===== src/rtl/icache_refill_ctrl.sv =====
// rtl/icache_refill_ctrl.sv - critical-word-first WRAP4 refill sequencer for the AHB-Lite icache
module icache_refill_ctrl #(
  parameter int ADDR_W = 32,
  parameter int LINE_W = 128
) (
  input  logic              hclk,
  input  logic              hrst,
  input  logic              miss_req,
  input  logic [ADDR_W-1:0] miss_addr,
  output logic              miss_ready,
  output logic              crit_valid,
  output logic [31:0]       crit_data,
  output logic              fill_valid,
  output logic              fill_err,
  output logic [LINE_W-1:0] fill_line,
  output logic [ADDR_W-1:0] fill_addr,
  output logic [ADDR_W-1:0] haddr,
  output logic [1:0]        htrans,
  output logic [2:0]        hburst,
  output logic [2:0]        hsize,
  output logic              hwrite,
  input  logic              hready,
  input  logic [31:0]       hrdata,
  input  logic              hresp
);

  typedef enum logic [1:0] {S_IDLE, S_BURST, S_ABORT, S_DONE} state_e;

  localparam logic [1:0] HTRANS_IDLE   = 2'b00;
  localparam logic [1:0] HTRANS_NONSEQ = 2'b10;
  localparam logic [1:0] HTRANS_SEQ    = 2'b11;

  state_e              state_q;
  logic [2:0]          a_cnt_q, d_cnt_q;
  logic [1:0]          crit_q;
  logic [1:0]          htrans_q;
  logic [ADDR_W-1:0]   haddr_q;
  logic [ADDR_W-1:0]   fill_addr_q;
  logic [LINE_W-1:0]   fill_line_q;
  logic [31:0]         crit_data_q;
  logic                crit_valid_q, fill_valid_q, fill_err_q;

  logic                addr_acc, data_acc;
  logic [2:0]          a_cnt_d, d_cnt_d;
  logic [1:0]          beat_d, word_idx;
  logic                unused_addr_bits;

  assign unused_addr_bits = ^miss_addr[1:0];

  always_comb begin
    addr_acc = hready && (htrans_q != HTRANS_IDLE);
    // a data phase is pending whenever more addresses than data beats were accepted
    data_acc = hready && (a_cnt_q != d_cnt_q);
    a_cnt_d  = a_cnt_q + 3'd1;
    d_cnt_d  = d_cnt_q + 3'd1;
    beat_d   = crit_q + a_cnt_d[1:0];
    word_idx = crit_q + d_cnt_q[1:0];
  end

  always_ff @(posedge hclk) begin
    if (hrst) begin
      state_q      <= S_IDLE;
      a_cnt_q      <= 3'd0;
      d_cnt_q      <= 3'd0;
      crit_q       <= 2'd0;
      htrans_q     <= HTRANS_IDLE;
      haddr_q      <= '0;
      fill_addr_q  <= '0;
      fill_line_q  <= '0;
      crit_data_q  <= 32'd0;
      crit_valid_q <= 1'b0;
      fill_valid_q <= 1'b0;
      fill_err_q   <= 1'b0;
    end else begin
      crit_valid_q <= 1'b0;
      fill_valid_q <= 1'b0;
      fill_err_q   <= 1'b0;
      case (state_q)
        S_IDLE: begin
          if (miss_req) begin
            fill_addr_q <= {miss_addr[ADDR_W-1:4], 4'b0000};
            crit_q      <= miss_addr[3:2];
            a_cnt_q     <= 3'd0;
            d_cnt_q     <= 3'd0;
            htrans_q    <= HTRANS_NONSEQ;
            haddr_q     <= {miss_addr[ADDR_W-1:4], miss_addr[3:2], 2'b00};
            state_q     <= S_BURST;
          end
        end
        S_BURST: begin
          if (hresp && !hready) begin
            htrans_q <= HTRANS_IDLE;
            state_q  <= S_ABORT;
          end else if (hresp) begin
            htrans_q   <= HTRANS_IDLE;
            fill_err_q <= 1'b1;
            state_q    <= S_DONE;
          end else begin
            if (addr_acc) begin
              a_cnt_q <= a_cnt_d;
              if (a_cnt_d == 3'd4) begin
                htrans_q <= HTRANS_IDLE;
              end else begin
                htrans_q <= HTRANS_SEQ;
                haddr_q  <= {fill_addr_q[ADDR_W-1:4], beat_d, 2'b00};
              end
            end
            if (data_acc) begin
              fill_line_q[{word_idx, 5'b00000} +: 32] <= hrdata;
              d_cnt_q <= d_cnt_d;
              if (d_cnt_q == 3'd0) begin
                crit_data_q  <= hrdata;
                crit_valid_q <= 1'b1;
              end
              if (d_cnt_q == 3'd3) begin
                fill_valid_q <= 1'b1;
                state_q      <= S_DONE;
              end
            end
          end
        end
        S_ABORT: begin
          // second cycle of the two-cycle ERROR response
          if (hready) begin
            fill_err_q <= 1'b1;
            state_q    <= S_DONE;
          end
        end
        S_DONE: begin
          state_q <= S_IDLE;
        end
        default: begin
          state_q <= S_IDLE;
        end
      endcase
    end
  end

  assign miss_ready = (state_q == S_IDLE);
  assign crit_valid = crit_valid_q;
  assign crit_data  = crit_data_q;
  assign fill_valid = fill_valid_q;
  assign fill_err   = fill_err_q;
  assign fill_line  = fill_line_q;
  assign fill_addr  = fill_addr_q;
  assign haddr      = haddr_q;
  assign htrans     = htrans_q;
  assign hburst     = 3'b010;
  assign hsize      = 3'b010;
  assign hwrite     = 1'b0;

endmodule

===== config.mk =====
export PLATFORM = sky130hd
export DESIGN_NAME = icache_refill_ctrl
export DESIGN_NICKNAME = d
export VERILOG_FILES = /design/src/rtl/icache_refill_ctrl.sv
export SDC_FILE = /design/constraint.sdc
export NUM_CORES = 1
export LEC_CHECK = 0
export ABC_CLOCK_PERIOD_IN_PS = 6510
export BUFFER_PORTS_ARGS = -buffer_cell sky130_fd_sc_hd__buf_2
export CAP_MARGIN = 20
export CORE_MARGIN = 5
export CORE_UTILIZATION = 45
export CTS_CLUSTER_DIAMETER = 30
export DETAILED_ROUTE_END_ITERATION = 10
export PLACE_DENSITY = 0.71
export SYNTH_ARGS = -nofsm -noshare
export SYNTH_HDL_FRONTEND = slang
export SYNTH_SLANG_ARGS = --single-unit

===== constraint.sdc =====
create_clock -name hclk -period 6.51 [get_ports hclk]
set_clock_uncertainty 0.2 [all_clocks]
set_input_delay 0 -clock hclk [delete_from_list [all_inputs] [get_ports hclk]]
set_output_delay 0 -clock hclk [all_outputs]
set_load 0.02 [all_outputs]

Word level (Yosys, flattened, before mapping) --
Index checks and enable logic that the tools add are counted.
Storage, ports and cells: register bits after elaboration 235, bits of input ports 69, logic and storage cells 91
Operators by class: add/subtract/negate cells 5, equality and inequality tests 16, shift-type cells 2, muxes and demuxes 35, bitwise gates (word level) 4, reduce and logical (&&, ||, !) cells 17
Operator list (count):
- $mux W32 | 5
- $bwmux W128 | 1
- $shift A32 B9 Y128 const A | 1
- $shiftx A32 B9 Y128 | 1
- $pmux W32 S2 | 1
- $mux W2 | 11
- $mux W3 | 7
- $reduce_and A5 Y1 | 3
- $ne A2 B2 Y1 const B | 7
- $ne A4 B4 Y1 const B | 3
- $pmux W3 S2 | 2
- $neg A7 Y9 | 1
- $pmux W2 S4 | 1
- $reduce_and A4 Y1 | 2
- $add A3 B1 Y3 const B | 2
- $reduce_and A6 Y1 | 1
- $mux W1 | 5
- $reduce_or A5 Y1 | 1
- $add A2 B2 Y2 | 2
- $eq A2 B2 Y1 const B | 2
- $not A1 Y1 | 4
- $pmux W2 S2 | 1
- $reduce_bool A2 Y1 | 2
- $eq A3 B2 Y1 const B | 1
- other kinds (10) | 12

Depth between registers and ports, before layout --
Gate-level depths: netlist (run 1).
depth after elaboration 7, mapped depth 10, gate-level depth less buffers 8

Worst setup path after synthesis (run 1) --
No wires, ideal clock.
path kind reg2reg, start reg d_cnt_q[0], end reg fill_line_q[100] (netlist: fill_line[100]), setup time 0.070 ns, arrival time 2.356 ns, data required time 6.240 ns, setup slack 3.883 ns, cell stages (with the launch flop) 11, clock period less this slack 2.627 ns, cell sequence dfxtp_1 -> ha_1 -> xor3_1 -> inv_1 -> ha_1 -> and3b_1 -> clkbuf_1 -> clkbuf_1 -> nand2_1 -> or3_1 -> a21oi_1
On the way: word-level cells in the longest chain between the ends 4, elaborated cells on any way between the ends 8, classes of those cells add/sub (2); eq/ne (1); shift (2); mux (1); reduce/logical (2)
RTL lines:
- start, declared | RTL line 34 | logic [2:0] a_cnt_q, d_cnt_q;
- start signal, assigned | RTL line 110 | d_cnt_q <= d_cnt_d;
- $add A2 B2 Y2 | RTL line 57 | word_idx = crit_q + d_cnt_q[1:0];
- $neg A7 Y9 | RTL line 109 | fill_line_q[{word_idx, 5'b00000} +: 32] <= hrdata;
- $shiftx A32 B9 Y128 / $shift A32 B9 Y128 (equally long branches) | RTL line 109
- $bwmux W128 | RTL line 109
- end signal, assigned by index | RTL line 109
- end, declared | RTL line 39 | logic [LINE_W-1:0] fill_line_q;
Parallel ways exist; a longest one is shown, timed or not. A chain may end at the register's enable or synchronous reset.

Final worst setup path (run 1) --
start reg state_q[1], end reg fill_line_q[20] (netlist: fill_line[20])
On the way: word-level cells in the longest chain between the ends 2
RTL lines:
- start, declared | RTL line 33 | state_e state_q;
- start signal, assigned | RTL line 62 | state_q <= S_IDLE;
- start signal, assigned | RTL line 87 | state_q <= S_BURST;
- start signal, assigned | RTL line 93 | state_q <= S_ABORT;
- $eq A2 B1 Y1 | RTL line 78 | case (state_q)
- $reduce_and A4 Y1 (no source line)
No other way between the ends.

==> results of run 1 <==
Yosys cell counts (2+ instances only):
cell type	n	share of area, %
and2_1	2	0.12
o311a_1	2	0.20
buf_2	11	0.55
o31a_1	2	0.17
nor3b_1	3	0.22
buf_6	2	0.22
or3_1	33	2.1
nand3_1	64	3.2
buf_1	6	0.22
nor2_1	37	1.4
mux2_2	31	3.5
conb_1	2	0.075
mux2i_1	63	6.3
a21oi_1	165	8.2
o311ai_1	2	0.17
nor2b_1	32	2.0
inv_1	12	0.45
nand2b_1	69	4.3
o32ai_1	2	0.17
buf_4	14	1.0
clkbuf_1	84	3.1
xor2_2	3	0.49
dfxtp_1	233	46
xor3_1	2	0.47
nand2_1	160	6.0
o21ai_0	68	3.4
and3b_1	2	0.17
nand4_1	35	2.2
ha_1	14	1.7
layer usage:
metal | share of wire (%) | global-route usage [%]
met1 | 40 | 30.2
met2 | 48 | 41.2
met3 | 8.7 | 7.40
met4 | 3.5 | 9.00
met5 | 0 | 0
worst max path at each step:
stage | from | endpoint | slack, ns | cells past startpoint
6_report | state_q[1]$_SDFFE_PP0P_ | fill_line[20]$_SDFFE_PP0P_ | 3.03 | 9
5_1_grt | state_q[1]$_SDFFE_PP0P_ | fill_line[20]$_SDFFE_PP0P_ | 2.84 | 9
2_1_floorplan | d_cnt_q[0]$_SDFFE_PP0P_ | fill_line[100]$_SDFFE_PP0P_ | 3.88 | 10
4_1_cts | state_q[1]$_SDFFE_PP0P_ | fill_line[21]$_SDFFE_PP0P_ | 3.08 | 9
3_5_place_dp | state_q[1]$_SDFFE_PP0P_ | fill_line[78]$_SDFFE_PP0P_ | 3.21 | 8
3_3_place_gp | state_q[1]$_SDFFE_PP0P_ | fill_line[68]$_SDFFE_PP0P_ | 3.25 | 8
cell families (layout without fill, tap and decap cells):
group           after synthesis  count (layout)  share of synthesized area, %
compound gates              253             253                          13.3
xor+xnor                      6               6                          1.05
fa+ha+maj                    14              14                          1.74
buf+inv                     129             510                          5.62
flops                       233             233                          46.4
mux                          94              94                          9.74
other cells                   2              13                        0.0747
simple gates                442             442                          22.1
metrics by stage:
stage,instance area (sq um),util (%),hold slack (ns)
after CTS,14300,65.5,0.0744
after floorplan,10100,-,-0.0640
final,14400,65.6,0.0866
after global routing,14400,65.6,0.102
after global placement,11600,52.9,0.0514
after detailed placement,11600,53.0,0.0581
state kept, by name, summed over array words and instances (netlist names), 2 cells and up:
| name | cells |
|---|---|
| state_q | 2 |
| crit_data | 32 |
| haddr | 30 |
| fill_line | 128 |
| a_cnt_q | 3 |
| fill_addr | 28 |
| d_cnt_q | 3 |
| crit_q | 2 |
| htrans | 2 |
report_power, final:
part           leakage (nW)  switching [W]  internal, W  total [W]
sequential             1.89      0.0000725      0.00155    0.00162
clock                 0.849       0.000828      0.00172    0.00255
combinational          3.57       0.000728     0.000486    0.00121
critical path: cells and delay by family, from the launching register on:
family	cells	cell delay, ns
adders and majority gates	1	0.17
AOI/OAI and AO/OA	3	0.50
and+or+nand+nor	1	0.49
buffers and inverters	4	1.62
DFF	1	0.34
final cells by class:
class / instances / area (sq um)
clock inverters: 28 / 338
clock buffers: 62 / 1400
inverters: 12 / 45.0
multi-input cells: 822 / 4930
repair buffers: 408 / 2620
flip-flops and latches: 233 / 4660
well taps: 280 / 350
fillers: 1690 / 7540
==> results by stage, run 1 <==
Worst setup path:
- In this run the critical register-to-register path is launched from state_q[1]$_SDFFE_PP0P_.
- The critical path goes through inv_1 -> ha_2 -> buf_4 -> and3b_1 -> o31ai_4 -> buf_4 -> o21ai_0 -> a21oi_1 -> dlygate4sd3_1.
- For flop-to-flop paths, the worst setup slack is 3.03 ns.
- The kind of start point of the critical path is a flop.
- STA classifies the critical path endpoint as a flop.
- At the worst endpoint, the required time is about 6.7 ns.
- The standard cell with the maximum stage delay on the critical path is dlygate4sd3_1.
- The number of cells on the worst reg-to-reg path is 9.
- The critical path is of the reg2reg type.
- The worst register-to-register path ends at fill_line[20]$_SDFFE_PP0P_.
- Of all nets on the critical path, the largest fanout is 96.
- Data arrives at the worst endpoint at 3.69 ns.
- The most prevalent standard cell on the critical path is buf_4.
- In this design, the stage delay of the slowest critical-path cell is 0.60 ns.

Final layout:
- 0 antenna diodes ended up in the layout.
- At the end of the flow, the number of nets in the layout was 1609.
- The number of standard cells in the layout, taps in and fillers out is 1845.
- The leading cell type in the layout, fill and taps excluded is buf_2.
- The post-route netlist has 28.2% of its cells at a drive strength greater than 1.
- The area overhead of the layout relative to synthesis is 42.7%.
- Leaving out fill and tap cells, the most frequent cells in the layout are 289 x buf_2, 233 x dfxtp_1, 165 x a21oi_1, 159 x nand2_1, 100 x dlygate4sd3_1.

Timing:
- The share of the cycle needed by the critical path after routing is 53.5%.
- Setup repair after global routing left no endpoint under its margin.
- The shortest period the worst path allows is 3.48 ns.
- Static timing analysis puts the maximum clock frequency at 287 MHz.
- The actual transition at the worst max-transition pin is 1.10 ns.
- The minimum setup slack in the final design is 3.03 ns.
- The worst pin sits at a relative slew slack of 26.5%.
- The max-slew violation count came to 0.
- The accumulated negative setup slack is 0 ns.
- The final hold violation count came to 0.
- Setup violations remaining at the end of the flow were counted as 0.

Synth:
- The cell area that synthesis handed to floorplanning was 0.0101 sq mm.
- Sequential elements use approximately 46% of the synthesized area.
- The mean cell area of the mapped netlist is 8.57 sq um.
- Yosys mapped a number of flops with a built-in enable equal to 0.
- The fraction of registers with async set or reset after synthesis is 0%.
- For this run, the leading register cell type out of synthesis is dfxtp_1.
- After technology mapping, the gate count stands at 1173.
- Synthesis instantiated 47 different standard cells from the library.
- After synthesis the netlist holds a flip-flop and latch count of ~230.
- For this run, the number of Yosys warnings is 0.

Global route:
- Entering global routing, the biggest net connects ~120 pins.
- After global routing the overflow that remains totals 0.
- The first global-routing pass estimated 52.7 mm of wire.
- Global routing used 24.7% of the available tracks across all layers.
- The initial antenna violation count was 0.
- The via count of the first global-routing pass is 9710.

Route:
- The detail route stage leaves a number of antenna-violating nets equal to 0.
- In the routed design, unresolved DRC markers number 0.
- Dividing the detail-routed wire length by the instance count gives 17.9 um.
- The via count is approximately 9800.
- In this run, the number of DRC markers left after iteration 0 of detailed routing was 808.
- The average vias per placed instance is roughly 5.3.
- Wires add up to roughly 33 mm.
- For this run, the detailed router's first-pass iteration total came to 5.

Clock network:
- The post-cts repair resize count is 0.
- Buffers inserted during clock tree synthesis total 49.
- The clock insertion delay at the later pin of the skew report is around 0.54 ns.
- After clock tree synthesis, the setup repair step added 0 buffers.
- The clock net sink count is 233.
- Hold repair after CTS inserted 100 buffers.
- The H-tree generated during clock tree synthesis spans 2 levels.
- Counting along the longest clock path gives a buffer depth of 3.
- Clock-pin slew was measured on the worst setup and hold paths at 0.05 ns.
- The clock root buffer master is clkbuf_16.
- The CTS tree is done.

Power:
- The maximum resistive drop on vdd is 0.323 mV.
- The total leakage power is 6.31 nW.
- The power per unit of standard cell area is 375 mW/mm^2.
- Overall power consumption after layout is estimated at approximately 0.0054 W.

Placed design:
- The instance count after placement with tap cells included is 1654.
- Timing analysis after detailed placement gives a worst setup slack of 3.21 ns.
- The global placement routability congestion is 0.763.
- The HPWL after detailed placement is 19.6 mm.
- The count of input and output buffers is 290.

Die:
- The number of cell rows is 54.
- The overall die height is between 150 and 200 um.
- The die is 159 um wide.
- For this design the top-level I/O count stands at 306.
- The floorplan step defined a die boundary enclosing 0.0254 sq mm.
- The core region area is approximately 0.022 sq mm.
- Once the floorplan was initialized, standard cells occupied a little under half of the core.

Status:
- The flow ran to the end, and the final reports show no timing, DRC or antenna violations.

Min path:
- The number of cells on the worst hold path is 4.
- The worst hold-check path type is in2reg.
- The path with the worst hold slack has its endpoint at fill_addr[20]$_SDFFE_PP0P_.
- The worst hold path startpoint is miss_addr[20].

Run:
- Across the run, the number of max-cap violations was 0.
No activity file was read; power rests on OpenSTA's default activity.
==> inputs of run 2 (changes only) <==
--- a/config.mk
+++ b/config.mk
@@ -5,14 +5,14 @@
 export SDC_FILE = /design/constraint.sdc
 export NUM_CORES = 1
 export LEC_CHECK = 0
-export ABC_CLOCK_PERIOD_IN_PS = 6510
+export ABC_CLOCK_PERIOD_IN_PS = 3100
 export BUFFER_PORTS_ARGS = -buffer_cell sky130_fd_sc_hd__buf_2
 export CAP_MARGIN = 20
 export CORE_MARGIN = 5
 export CORE_UTILIZATION = 45
 export CTS_CLUSTER_DIAMETER = 30
 export DETAILED_ROUTE_END_ITERATION = 10
-export PLACE_DENSITY = 0.71
+export PLACE_DENSITY = 0.74
 export SYNTH_ARGS = -nofsm -noshare
 export SYNTH_HDL_FRONTEND = slang
 export SYNTH_SLANG_ARGS = --single-unit
==> constraint.sdc (replaced) <==
create_clock -name hclk -period 3.1 [get_ports hclk]
set_clock_uncertainty 0.2 [all_clocks]
set_input_delay 0 -clock hclk [delete_from_list [all_inputs] [get_ports hclk]]
set_output_delay 0 -clock hclk [all_outputs]
set_load 0.02 [all_outputs]
==> run 2 against run 1 <==
Effect of this change:
- total power grew 110%
- routed wire length grew 3.1%
- maximum frequency grew 18%
- critical path depth shrank 1
- sequential share of layout area shrank 0.071 points
- non-clock buffer count grew 13
- worst hold slack gained 0.054 ns
- via count grew 2.3%
- global-route usage grew 0.48 points
- sequential power grew 110%
- die area is the same
- critical endpoint is now fill_addr[11]$_SDFFE_PP0P_
==> results by stage, run 2 (synthesis gave the netlist of run 1 again) <==
Clock network:
- TritonCTS built the clock tree.
- The number of post-CTS setup repair buffers was 0 (unchanged).
- The maximum count of clock buffers along a single path came to 3 (unchanged).
- The clock root buffer master is clkbuf_16.
- The clock slew at the register clock pins of the worst setup and hold paths came to 0.05 ns (about the same).
- The number of buffers added by the clock tree synthesis step was 49 (unchanged).
- The clock insertion delay at the later pin of the skew report was 0.53 ns (about the same).
- The deepest level of the CTS H-tree is 2 (unchanged).
- The clock net sink count is 233 (unchanged).

Die:
- The overall die height is 159 um (unchanged).
- The overall die area is 0.0254 sq mm (unchanged).
- The width of the die is 159 um (unchanged).
- The top-level I/O count came to 306 (unchanged).
- The core region area is 0.0219 sq mm (unchanged).
- The number of cell rows is 54 (unchanged).
- The initial cell density of the core is 45.9% (unchanged).

Worst setup path:
- The critical path data arrival time is 3.21 ns (-0.48 ns).
- STA classifies the critical path endpoint as a flop.
- The critical path is of the reg2reg type.
- The largest driver fanout on the critical path is 30 (-69%).
- The kind of start point of the critical path is a flop.
- The required time at the endpoint of the critical path came to 3.37 ns (-3.35 ns).

Status:
- The flow ran to the end, and the final reports show no timing, DRC or antenna violations.

Power:
- The power consumption was 0.0112 W (+110%).
- The total leakage power is 6.39 nW (+1.3%).
- The power per unit of standard cell area is 776 mW/mm^2 (+110%).
- The maximum resistive drop on vdd is 0.646 mV (+100%).

Global route:
- The maximum number of pins on one net before global-route repair is 129 (+8.4%).
- The wire length of the first global-routing pass was 53.6 mm (+1.6%).
- The initial antenna violation count is 0 (unchanged).
- The via count of the first global-routing pass is 9979 (+2.8%).
- The total global-route track usage is 25.2% (+0.48 points).
- The total grt overflow came to 0 (unchanged).

Min path:
- The worst hold-check path type is in2reg.

Final layout:
- The area overhead of the layout relative to synthesis is 43.0%.
- The fraction of layout instances using a drive strength above 1 is 28.3% (+0.10 points).
- The final antenna diode count came to 0 (unchanged).
- The number of flip-flops under the largest register name came to 128 (unchanged).
- The core utilization of the finished layout is 65.7% (+0.14 points).
- Leaving out fill and tap cells, the most frequent cells in the layout are 289 x buf_2, 233 x dfxtp_1, 165 x a21oi_1, 159 x nand2_1, 100 x dlygate4sd3_1.
- The library cell used most frequently in the layout, excluding fill and tap cells, is buf_2.
- The net count reported at finish is 1622 (+0.81%).

Timing:
- The highest achievable clock rate is 340 MHz (+18%).
- The final hold violation count came to 0 (unchanged).
- The actual transition at the worst max-transition pin was 0.868 ns (-0.230 ns).
- The accumulated negative setup slack is 0 ns (unchanged).
- The relative slew slack came to 42.0% (+15 points).
- The shortest period the worst path allows is 2.94 ns (-0.543 ns).
- The max-slew violation count came to 0 (unchanged).
- The share of the cycle needed by the critical path after routing is 94.8% (+41 points).
- Setup repair after global routing left no endpoint under its margin.
- The total setup violations reported at the end of the flow is 0 (unchanged).

Placed design:
- The count of input and output buffers is 290 (unchanged).
- The global placement routability congestion came to 0.813 (+6.6%).
- The HPWL after detailed placement is 20.3 mm (+3.5%).

Route:
- The number of DRC violations after detailed-routing iteration 0 is 739 (-8.5%).
- The post-detailed-routing wire length is 34.0 mm (+3.1%).
- The average vias per placed instance is 5.40 (+1.6%).
- The number of antenna-violating nets in the routed design is 0 (unchanged).
- The via count is 10024 (+2.3%).
- The detailed-route DRC error count is 0 (unchanged).
- The number of optimization iterations in the first detailed-route pass was 5 (unchanged).
- The post-detailed-route wirelength per cell was 18.3 um (+2.5%).

Run:
- The number of max-capacitance violations reported is 0 (unchanged).
[run 2: final timing paths]
| check | from | slack [ns] | cells after the start | to |
|---|---|---|---|---|
| hold / removal | hrdata[17] | 0.14 | 4 | fill_line[81]$_SDFFE_PP0P_ |
| setup / recovery | state_q[0]$_SDFFE_PP0P_ | 0.16 | 8 | fill_addr[11]$_SDFFE_PP0P_ |
| hold reg to reg | fill_line[43]$_SDFFE_PP0P_ | 0.25 | 2 | fill_line[43]$_SDFFE_PP0P_ |
| setup reg to reg | state_q[0]$_SDFFE_PP0P_ | 0.16 | 8 | fill_addr[11]$_SDFFE_PP0P_ |
[run 2: what timing repair did]
action / in CTS / in global routing
hold endpoints to repair: 232 / 0
hold buffers: 100 / 0
resized for setup: 0 / 0
[run 2: worst max-delay path, cell delays in order, from the launching register on]
cell,delay [ns]
dfxtp_1,0.31
inv_1,0.13
ha_1,0.30
and2_1,0.19
buf_4,0.35
nand2_1,0.12
dlygate4sd3_1,0.58
a21oi_1,0.13
dlygate4sd3_1,0.57
[run 2: power by group]
part | switching (W) | internal, W | total (W) | leakage [nW]
clock network | 0.00165 | 0.00351 | 0.00517 | 0.795
logic | 0.00156 | 0.00103 | 0.00259 | 3.71
registers | 0.000151 | 0.00326 | 0.00341 | 1.89
[run 2: layout make-up]
| type | instances | area (sq um) |
|---|---|---|
| multi-input cells | 822 | 4930 |
| well taps | 280 | 350 |
| inverters | 12 | 45.0 |
| fillers | 1686 | 7510 |
| flip-flops and latches | 233 | 4660 |
| clock inverters | 21 | 241 |
| clock buffers | 68 | 1420 |
| repair buffers | 421 | 2740 |
[run 2: layer usage]
metal,share of wire [%],vias up,GRT usage [%]
li1,-,4741,-
met1,39,4730,30.1
met2,49,460,43.0
met3,8.2,93,6.58
met4,3.8,0,10.2
met5,0,-,0
[run 2: through the flow]
stage | std cells | hold slack, ns | instance area (sq um) | setup slack, ns
after floorplan | 1184 | -0.0640 | 10100 | 0.473
after global placement | 1667 | 0.0507 | 11700 | 0.466
after detailed placement | 1667 | 0.0588 | 11700 | 0.356
after CTS | 1856 | 0.0804 | 14400 | 0.273
after global routing | 1857 | 0.146 | 14400 | 0.0125
final | 1857 | 0.140 | 14400 | 0.162
==> inputs of run 3 (changes only) <==
--- a/config.mk
+++ b/config.mk
@@ -12,7 +12,7 @@
 export CORE_UTILIZATION = 45
 export CTS_CLUSTER_DIAMETER = 30
 export DETAILED_ROUTE_END_ITERATION = 10
-export PLACE_DENSITY = 0.74
+export PLACE_DENSITY_LB_ADDON = 0.2
 export SYNTH_ARGS = -nofsm -noshare
 export SYNTH_HDL_FRONTEND = slang
 export SYNTH_SLANG_ARGS = --single-unit
==> run 3 against run 2 <==
Effect of this change:
- worst hold slack got worse by 0.12 ns
- non-clock buffer count fell by 14
- sequential power is essentially flat
- combinational power shrank 4%
- cell count is 0.38% lower
- flip-flop and latch count is the same
- critical endpoint is now fill_addr[27]$_SDFFE_PP0P_
- largest cell class unchanged
- highest routed layer unchanged
==> results by stage, run 3 (synthesis gave the netlist of run 1 again) <==
Timing:
- The relative slew slack was 30.2% (-12 points).
- The share of the cycle needed by the critical path after routing is 93.8% (-1.0 points).
- The actual transition at the worst max-transition pin is 1.04 ns (+0.176 ns).
- The final worst hold slack came to 0.0160 ns (-0.124 ns).
- The highest achievable clock rate came to 344 MHz (+1.1%).
- The max-slew violation count came to 0 (unchanged).
- The shortest period the worst path allows is 2.91 ns (-0.0309 ns).
- The accumulated negative setup slack came to 0 ns (unchanged).
- Setup repair after global routing left no endpoint under its margin.
- The final hold violation count was 0 (unchanged).
- The total setup violations reported at the end of the flow is 0 (unchanged).

Min path:
- The number of cells on the worst hold path is 2 (-2).
- The worst hold-check path type is in2reg.

Die:
- The initial cell density of the core is 45.9% (unchanged).
- The number of cell rows was 54 (unchanged).
- The top-level I/O count is 306 (unchanged).
- The core region area is 0.0219 sq mm (unchanged).
- The width of the die was 159 um (unchanged).
- The overall die height is 159 um (unchanged).
- The overall die area came to 0.0254 sq mm (unchanged).

Clock network:
- The CTS tree is done.
- The clock slew at the register clock pins of the worst setup and hold paths is 0.05 ns (about the same).
- The root buffer cell chosen for the clock tree is clkbuf_16.
- The post-cts repair resize count was 0 (unchanged).
- The maximum count of clock buffers along a single path is 3 (unchanged).
- The clock insertion delay at the later pin of the skew report is 0.53 ns (about the same).
- The clock net sink count was 233 (unchanged).
- The deepest level of the CTS H-tree is 2 (unchanged).
- The number of buffers added by the clock tree synthesis step is 52 (+6.1%).
- The number of post-CTS setup repair buffers is 0 (unchanged).

Placed design:
- The instance count after placement with tap cells included was 1666 (-0.060%).
- The count of input and output buffers is 290 (unchanged).
- The HPWL after detailed placement is 19.9 mm (-1.7%).
- The global placement routability congestion is 0.817 (+0.59%).
- The instance area after placement is 0.0117 sq mm (+0.11%).

Run:
- The number of max-capacitance violations reported is 0 (unchanged).

Route:
- The post-detailed-route wirelength per cell was 17.2 um (-6.3%).
- The number of DRC violations after detailed-routing iteration 0 came to 616 (-17%).
- The post-detailed-routing wire length came to 31.8 mm (-6.7%).
- The number of optimization iterations in the first detailed-route pass was 5 (unchanged).
- The detailed-route DRC error count is 0 (unchanged).
- The via count is 9720 (-3.0%).
- The number of antenna-violating nets in the routed design came to 0 (unchanged).
- The average vias per placed instance is 5.25 (-2.7%).

Power:
- The part of the power in combinational logic is 21.4% (-1.8 points).
- The power per unit of standard cell area is 804 mW/mm^2 (+3.6%).
- The net load switching power is 0.00330 W (-1.8%).
- The internal power came to 0.00833 W (+6.7%).
- The register share of total power came to 29.2% (-1.4 points).
- The maximum resistive drop on vdd is 0.583 mV (-9.7%).
- The fraction of power spent switching nets is 28.4% (-1.7 points).
- The clock network fraction of total power is 49.4% (+3.1 points).
- The power consumption is 0.0116 W (+4.2%).
- The total leakage power is 6.39 nW (about the same).

Worst setup path:
- The critical path data arrival time came to 3.18 ns (-0.03 ns).
- STA classifies the critical path startpoint as a flop.
- STA classifies the critical path endpoint as a flop.
- The category of the critical setup timing path is reg2reg.
- The largest driver fanout on the critical path is 30 (unchanged).
- The required time at the endpoint of the critical path is 3.37 ns (about the same).
- The number of cells on the worst reg-to-reg path came to 8 (unchanged).

Final layout:
- The number of flip-flops under the largest register name came to 128 (unchanged).
- The leading cell type in the layout, fill and taps excluded is buf_2.
- The filler cell count is 1822 (+8.1%).
- The final standard cell area without fillers is 0.0145 sq mm (+0.54%).
- The fraction of layout instances using a drive strength above 1 is 28.8% (+0.51 points).
- The final antenna diode count is 0 (unchanged).
- The number of standard cells in the layout, taps in and fillers out is 1850 (-0.38%).
- In the layout the commonest cells are 289 x buf_2, 233 x dfxtp_1, 165 x a21oi_1, 159 x nand2_1, 88 x dlygate4sd3_1.
- The net count reported at finish is 1611 (-0.68%).
- The area overhead of the layout relative to synthesis is 43.8%.

Status:
- The flow ran to the end, and the final reports show no timing, DRC or antenna violations.

Global route:
- The initial antenna violation count is 0 (unchanged).
- The via count of the first global-routing pass is 9587 (-3.9%).
- The maximum number of pins on one net before global-route repair is 154 (+19%).
- The total grt overflow was 0 (unchanged).
- The wire length of the first global-routing pass is 51.1 mm (-4.6%).
- The total global-route track usage was 23.8% (-1.3 points).
## run 3: cell types whose count changed in the layout (fill, tap and decap cells not counted), sizes merged
cell	change
buf	-2
bufinv	+5
clkinvlp	-1
clkinv	+3
clkbuf	+2
inv	-2
dlygate4sd3	-12
## run 3: power groups by stage
| stage | Sequential (W) | Combinational [W] | Clock (W) |
|---|---|---|---|
| 2_1_floorplan | 0.00373 | 0.00134 | 0 |
| 3_3_place_gp | 0.00344 | 0.00230 | 0 |
| 3_5_place_dp | 0.00345 | 0.00232 | 0 |
| 4_1_cts | 0.00340 | 0.00248 | 0.00582 |
| 5_1_grt | 0.00343 | 0.00270 | 0.00598 |
| 6_report | 0.00340 | 0.00249 | 0.00574 |
## run 3: area by class of cell
| cell class | instances | area, sq um | area share, % |
|---|---|---|---|
| clock buffer | 70 | 1480 | 10.2 |
| sequential | 233 | 4660 | 32.3 |
| multi-input combinational | 822 | 4930 | 34.1 |
| timing repair buffer | 407 | 2610 | 18.0 |
| inverter | 12 | 45.0 | 0.311 |
| tap | 280 | 350 | 2.42 |
| clock inverter | 26 | 378 | 2.61 |
## run 3: path summary, 6_finish.rpt
check | startpoint | end | slack (ns)
min | hrst | fill_addr[31]$_SDFFE_PP0P_ | 0.02
max reg2reg | state_q[0]$_SDFFE_PP0P_ | fill_addr[27]$_SDFFE_PP0P_ | 0.19
max | state_q[0]$_SDFFE_PP0P_ | fill_addr[27]$_SDFFE_PP0P_ | 0.19
min reg2reg | fill_line[75]$_SDFFE_PP0P_ | fill_line[75]$_SDFFE_PP0P_ | 0.25
## run 3: metal layers
| metal | global-route usage [%] | share of wire (%) | up-vias |
|---|---|---|---|
| met4 | 9.03 | 3.1 | 0 |
| li1 | - | - | 4731 |
| met3 | 7.02 | 8.9 | 66 |
| met1 | 29.8 | 41 | 4501 |
| met5 | 0 | 0 | - |
| met2 | 39.0 | 47 | 422 |
## run 3: stage by stage
stage,util [%],setup slack (ns)
floorplan,-,0.473
global placement,53.5,0.467
detailed placement,53.5,0.403
CTS,66.1,0.250
global route,66.1,0.0297
finish,66.1,0.193
## run 3: what timing repair did
| item | in CTS | in global routing |
|---|---|---|
| setup endpoints to repair | 0 | 0 |
| endpoints found under the hold margin | 231 | 0 |
| hold buffers | 88 | 0 |
## run 3: critical path, cell delays in order, from the launching register on
cell	delay (ns)
dfxtp_1	0.30
inv_1	0.14
ha_1	0.29
and2_1	0.18
buf_4	0.35
nand2_1	0.12
dlygate4sd3_1	0.59
a21oi_1	0.12
dlygate4sd3_1	0.57
